<file path="config.mk">
export PLATFORM = sky130hd
export DESIGN_NAME = lsu_mem_if
export DESIGN_NICKNAME = d
export VERILOG_FILES = /design/src/rtl/mem_pkg.sv /design/src/rtl/lsu_load_ext.sv /design/src/rtl/lsu_mem_if.sv
export SDC_FILE = /design/constraint.sdc
export NUM_CORES = 1
export LEC_CHECK = 0
export ABC_AREA = 1
export ABC_CLOCK_PERIOD_IN_PS = 2340
export CORE_MARGIN = 1.5
export CORE_UTILIZATION = 45
export CTS_CLUSTER_DIAMETER = 50
export CTS_CLUSTER_SIZE = 20
export DETAILED_ROUTE_END_ITERATION = 8
export PLACE_DENSITY = 0.82
export SYNTH_ARGS = -nofsm -noshare
export SYNTH_HDL_FRONTEND = slang
export SYNTH_HIERARCHICAL = 1
export SYNTH_SLANG_ARGS = --single-unit
export TNS_END_PERCENT = 5
</file>
<file path="constraint.sdc">
create_clock -name clk -period 2.34 [get_ports clk]
set_clock_uncertainty 0.1 [all_clocks]
set_input_delay 0.468 -clock clk [delete_from_list [all_inputs] [get_ports clk]]
set_output_delay 0.468 -clock clk [all_outputs]
set_load 0.05 [all_outputs]
</file>
<file path="src/rtl/mem_pkg.sv">
// Shared memory-interface definitions: controller mode encodings and LSU state type.
// Used by lsu_mem_if, lsu_load_ext and mem_ctrl.
package mem_pkg;

   localparam int unsigned DATA_W = 32;
   localparam int unsigned MODE_W = 2;

   localparam logic [MODE_W-1:0] MODE_NONE = 2'd0;
   localparam logic [MODE_W-1:0] MODE_16   = 2'd1;
   localparam logic [MODE_W-1:0] MODE_32   = 2'd2;
   localparam logic [MODE_W-1:0] MODE_8    = 2'd3;

   typedef enum logic [1:0] {
      IDLE  = 2'd0,
      BEAT2 = 2'd1,
      CAPT  = 2'd2,
      RESP  = 2'd3
   } lsu_state_t;

   // Replicate right-aligned store data across the 32-bit controller data bus
   function automatic logic [DATA_W-1:0] fmt_store(input logic [MODE_W-1:0] size,
                                                   input logic [DATA_W-1:0] wdata);
      logic [DATA_W-1:0] res;
      case (size)
         MODE_8:  res = {4{wdata[7:0]}};
         MODE_16: res = {2{wdata[15:0]}};
         default: res = wdata;
      endcase
      return res;
   endfunction

endpackage

</file>
<file path="src/rtl/lsu_load_ext.sv">
// Combinational load-data extender: selects 8/16/32-bit result and sign/zero-extends it.
module lsu_load_ext
   import mem_pkg::*;
(
   input  logic [MODE_W-1:0] i_size,
   input  logic              i_signed,
   input  logic [DATA_W-1:0] i_raw,
   output logic [DATA_W-1:0] o_data_c
);

   always_comb begin
      o_data_c = i_raw;
      case (i_size)
         MODE_8:  o_data_c = {{24{i_signed & i_raw[7]}}, i_raw[7:0]};
         MODE_16: o_data_c = {{16{i_signed & i_raw[15]}}, i_raw[15:0]};
         default: o_data_c = i_raw;
      endcase
   end

endmodule

</file>
<file path="src/rtl/lsu_mem_if.sv">
// Load/store interface stage in front of mem_ctrl: one request in flight, one response pulse each.
// Optional macro LSU_MISALIGN_TRAP_EN turns misaligned 16/32-bit requests into error responses.
module lsu_mem_if
   import mem_pkg::*;
#(
   parameter  int unsigned MEM_DEPTH  = 2**12,
   localparam int unsigned ADDR_WIDTH = $clog2(MEM_DEPTH*2)
)(
   input  logic                  clk,
   input  logic                  rst,
   input  logic                  i_req_valid,
   output logic                  o_req_ready,
   input  logic                  i_req_we,
   input  logic [MODE_W-1:0]     i_req_size,
   input  logic                  i_req_signed,
   input  logic [ADDR_WIDTH-1:0] i_req_addr,
   input  logic [DATA_W-1:0]     i_req_wdata,
   output logic                  o_resp_valid,
   output logic [DATA_W-1:0]     o_resp_rdata,
   output logic                  o_resp_err,
   output logic [ADDR_WIDTH-1:0] o_mem_addr,
   output logic [DATA_W-1:0]     o_mem_wdata,
   output logic [MODE_W-1:0]     o_wr_mode,
   output logic [MODE_W-1:0]     o_rd_mode,
   input  logic [DATA_W-1:0]     i_mem_rdata
);

   lsu_state_t              r_state;
   logic                    r_we;
   logic [MODE_W-1:0]       r_size;
   logic                    r_signed;
   logic [ADDR_WIDTH-1:0]   r_mem_addr;
   logic [DATA_W-1:0]       r_mem_wdata;
   logic                    r_resp_valid;
   logic [DATA_W-1:0]       r_resp_rdata;
   logic                    r_resp_err;

   logic                    w_issue;
   logic                    w_misalign;
   logic                    w_err;
   logic                    w_mem_issue;
   logic [ADDR_WIDTH-1:0]   w_addr_fmt;
   logic [DATA_W-1:0]       w_wdata_fmt;
   logic [DATA_W-1:0]       w_load_data;

   // Alignment handling: trap misaligned requests, or silently drop addr[0] for 16/32-bit
   always_comb begin
`ifdef LSU_MISALIGN_TRAP_EN
      w_misalign = ((i_req_size == MODE_16) && i_req_addr[0]) ||
                   ((i_req_size == MODE_32) && (i_req_addr[1:0] != 2'b00));
      w_addr_fmt = i_req_addr;
`else
      w_misalign = 1'b0;
      w_addr_fmt = {i_req_addr[ADDR_WIDTH-1:1],
                    (i_req_size == MODE_8) ? i_req_addr[0] : 1'b0};
`endif
   end

   assign w_issue     = (r_state == IDLE) && i_req_valid && !rst;
   assign w_err       = (i_req_size == MODE_NONE) || w_misalign;
   assign w_mem_issue = w_issue && !w_err;
   assign w_wdata_fmt = fmt_store(i_req_size, i_req_wdata);

   // Controller-side outputs are live in the issue cycle, otherwise idle/held
   assign o_req_ready  = (r_state == IDLE) && !rst;
   assign o_wr_mode    = (w_mem_issue &&  i_req_we) ? i_req_size : MODE_NONE;
   assign o_rd_mode    = (w_mem_issue && !i_req_we) ? i_req_size : MODE_NONE;
   assign o_mem_addr   = w_mem_issue ? w_addr_fmt  : r_mem_addr;
   assign o_mem_wdata  = w_mem_issue ? w_wdata_fmt : r_mem_wdata;
   assign o_resp_valid = r_resp_valid;
   assign o_resp_rdata = r_resp_rdata;
   assign o_resp_err   = r_resp_err;

   lsu_load_ext u_load_ext (
      .i_size   (r_size),
      .i_signed (r_signed),
      .i_raw    (i_mem_rdata),
      .o_data_c (w_load_data)
   );

   always_ff @(posedge clk) begin
      if (rst) begin
         r_state      <= IDLE;
         r_we         <= 1'b0;
         r_size       <= MODE_NONE;
         r_signed     <= 1'b0;
         r_mem_addr   <= '0;
         r_mem_wdata  <= '0;
         r_resp_valid <= 1'b0;
         r_resp_rdata <= '0;
         r_resp_err   <= 1'b0;
      end else begin
         case (r_state)
            IDLE: begin
               if (w_issue) begin
                  r_we     <= i_req_we;
                  r_size   <= i_req_size;
                  r_signed <= i_req_signed;
                  if (w_err) begin
                     r_state      <= RESP;
                     r_resp_valid <= 1'b1;
                     r_resp_err   <= 1'b1;
                     r_resp_rdata <= '0;
                  end else begin
                     r_mem_addr  <= w_addr_fmt;
                     r_mem_wdata <= w_wdata_fmt;
                     r_state     <= (i_req_size == MODE_32) ? BEAT2 : CAPT;
                  end
               end
            end
            BEAT2: r_state <= CAPT;
            CAPT: begin
               r_state      <= RESP;
               r_resp_valid <= 1'b1;
               r_resp_err   <= 1'b0;
               r_resp_rdata <= r_we ? '0 : w_load_data;
            end
            RESP: begin
               r_state      <= IDLE;
               r_resp_valid <= 1'b0;
               r_resp_err   <= 1'b0;
            end
            default: r_state <= IDLE;
         endcase
      end
   end

endmodule

</file>
==> summary.txt <==
Run status
  – Status: finished, violations left
  – Failing checks: setup timing

Drt
  – Iter 0 DRT Violations: 254
  – Post-DRT Antenna Nets: 0
  – Via count: 5292
  – Vias/cell: 5.21
  – Residual DRC count: 0
  – Wire per inst: 16.6 µm
  – Total detailed-routing wirelength: 16.9 mm
  – TritonRoute pass-1 iters: 5

Floorplanning
  – Core area: 0.00964 mm²
  – Die Height: 102 µm
  – Die W: 102 µm
  – I/O pin count: 168
  – FP Rows: 36
  – DIE AREA: 0.0104 mm²
  – Starting Density: 0.460

Job
  – Maxcap violations: 0

Power
  – Leak: 0.00386 µW
  – Pwr Density: 603 mW/mm²
  – Peak supply drop: 0.384 mV

Global routing
  – Congestion Overflow GR: 0
  – Gr usage total: 0.312
  – Vias in the first global route: 5245
  – Largest net degree at the start of global routing: 43
  – First-pass GRT wire length: 25.3 mm
  – Initial antenna violation count: 0

Final layout
  – Area growth, synth to finish: 80.4%
  – Fillcell total: 562
  – Layout cell share with drive strength beyond 1: 0.328
  – Layout Utilization: 0.829
  – Nets: 966
  – Diode count: 0

STA
  – Slew HR: 0.648
  – Setup TNS: -6.38 ns
  – WHS: 0.392 ns
  – Crit path time final: 2.55 ns
  – Final Setup Violations: 49
  – Final worst slack: -0.210 ns
  – Worst-Margin Slew: 0.526 ns
  – Fmax: 0.392 GHz
  – Final period utilization: 1.09
  – Hold Fails Final Rpt: 0
  – Max-slew violation count: 0
  – Unrepaired setup endpoints after global routing: yes

Clocking
  – H-tree lvl count: 3
  – CTS clk-pin slew, worst paths: 0.09 ns
  – Latest clock arrival within the worst-skew pair: 0.35 ns
  – CTS tree: built
  – Hold_buf cts: 0
  – # clock sinks: 85
  – TritonCTS Buffers: 9
  – Max clock buf depth: 2
  – CTS Root Cell: clkbuf_8

Worst setup path
  – CP arrival: 1.98 ns
  – CP endpoint kind: output port
  – WP data required: 1.77 ns
  – Critical path peak fanout: 10
  – CP Class: reg -> out
  – Startpoint types: flip-flop

Yosys
  – Synthesis Warnings: 6
  – Cells after Synth: 673
  – Post-synthesis cell type count: 25
  – Avg Synthesized Cell Area: 6.58 µm²
  – Register area share after synthesis: 0.384
  – Synthesized area: 0.00443 mm²
  – Yosys reg bits: 85
  – Syn Nets: 761

Hold path
  – HP Class: reg -> reg

Placed design
  – Post-DP HPWL: 10.7 mm
  – Port bufs: 167
  – Routability cong.: 0.877
area by class of cell:
type,count,area [µm²],share of cell area
timing repair buffer,243,2940,0.368
multi-input combinational,458,2690,0.336
clock buffer,10,128,0.0160
inverter,81,307,0.0384
tap,133,166,0.0208
sequential,85,1710,0.214
clock inverter,6,55.1,0.00689
cell usage in the layout, fill, tap and decap left out, types with 2 or more instances in the layout:
master,n
nand2_1,164
clkdlybuf4s50_1,113
nor2_1,87
dfxtp_1,83
buf_4,59
buf_12,55
inv_2,40
inv_1,40
nand3_1,30
nand2_2,24
nand2_4,21
nand3b_1,21
a22oi_1,21
o21ai_4,20
o21ai_2,17
a21oi_1,12
nand3_2,12
nand4_1,10
clkbuf_8,9
nor2_2,7
buf_16,6
buf_6,5
o21ai_0,3
ha_1,3
clkinv_4,3
dlygate4sd2_1,3
nor2_4,2
a31oi_1,2
inv_6,2
kinds of logic after synthesis:
family | count (synthesis) | share of synthesized area
AO/OA/AOI/OAI | 75 | 0.0980
adder cells (fa/ha/maj) | 4 | 0.0113
buffers and inverters | 130 | 0.130
flip-flops | 85 | 0.384
AND/OR/NAND/NOR | 379 | 0.377
sequential cells by signal (all words and copies together), names as in the netlist:
signal        count
o_resp_rdata     32
r_mem_wdata      32
r_mem_addr       13
r_size            2
r_state           2
o_resp_err        1
o_resp_valid      1
r_signed          1
r_we              1
worst paths after layout:
check | start | endpoint | slack [ns] | depth (start not counted)
min | o_resp_rdata[4] | o_resp_rdata[4] | 0.39 | 2
max | r_state[0] | o_mem_wdata[23] | -0.21 | 12
min reg2reg | o_resp_rdata[4] | o_resp_rdata[4] | 0.39 | 2
max reg2reg | r_state[0] | r_mem_wdata[0] | 0.43 | 13
through the flow:
| step | power, µW | setup WS, ns | instance area, µm² | instances |
|---|---|---|---|---|
| after global placement | 3470 | -0.255 | 6950 | 977 |
| after CTS | 4720 | -0.191 | 7810 | 1014 |
| after floorplan | 2600 | -0.0247 | 4430 | 673 |
| after global routing | 5020 | -0.257 | 7990 | 1016 |
| after detailed placement | 3500 | -0.297 | 6950 | 977 |
| final | 4820 | -0.210 | 7990 | 1016 |
per-layer routing:
metal,part of all wire,vias up,GRT usage
met2,0.49,261,0.539
met1,0.38,2464,0.357
met4,0.043,0,0.134
met3,0.087,60,0.0930
met5,0,-,0
li1,-,2507,-
power by group:
part,switching [µW],internal (µW)
Combinational,1220,987
Clock,594,407
Sequential,53.0,1550
cell usage after synthesis, drive strengths merged:
library cell	instances	share of area
a21oi	12	0.014
a22oi	21	0.036
a31oi	2	0.0028
buf	34	0.049
clkbuf	15	0.013
dfxtp	85	0.38
ha	4	0.011
inv	81	0.069
nand2	209	0.18
nand3	43	0.062
nand3b	21	0.036
nand4	10	0.014
nor2	96	0.084
o21ai	40	0.046
worst max-delay path, stage by stage, from the launching register on:
cell	delay, ns
dfxtp_4	0.36
inv_4	0.06
ha_4	0.15
nand2_4	0.06
nor2_4	0.12
o21ai_4	0.08
buf_6	0.12
buf_8	0.13
buf_12	0.15
nand2_2	0.11
o21ai_4	0.08
inv_2	0.07
buf_12	0.13
repair_timing:
action	4_1_cts	5_1_grt
hold endpoints to repair	0	0
pin swaps	9	12
gates resized for setup	146	39
buffers inserted	16	3
gates cloned	6	0
setup endpoints to repair	49	49
No activity file was read; power rests on OpenSTA's default activity.
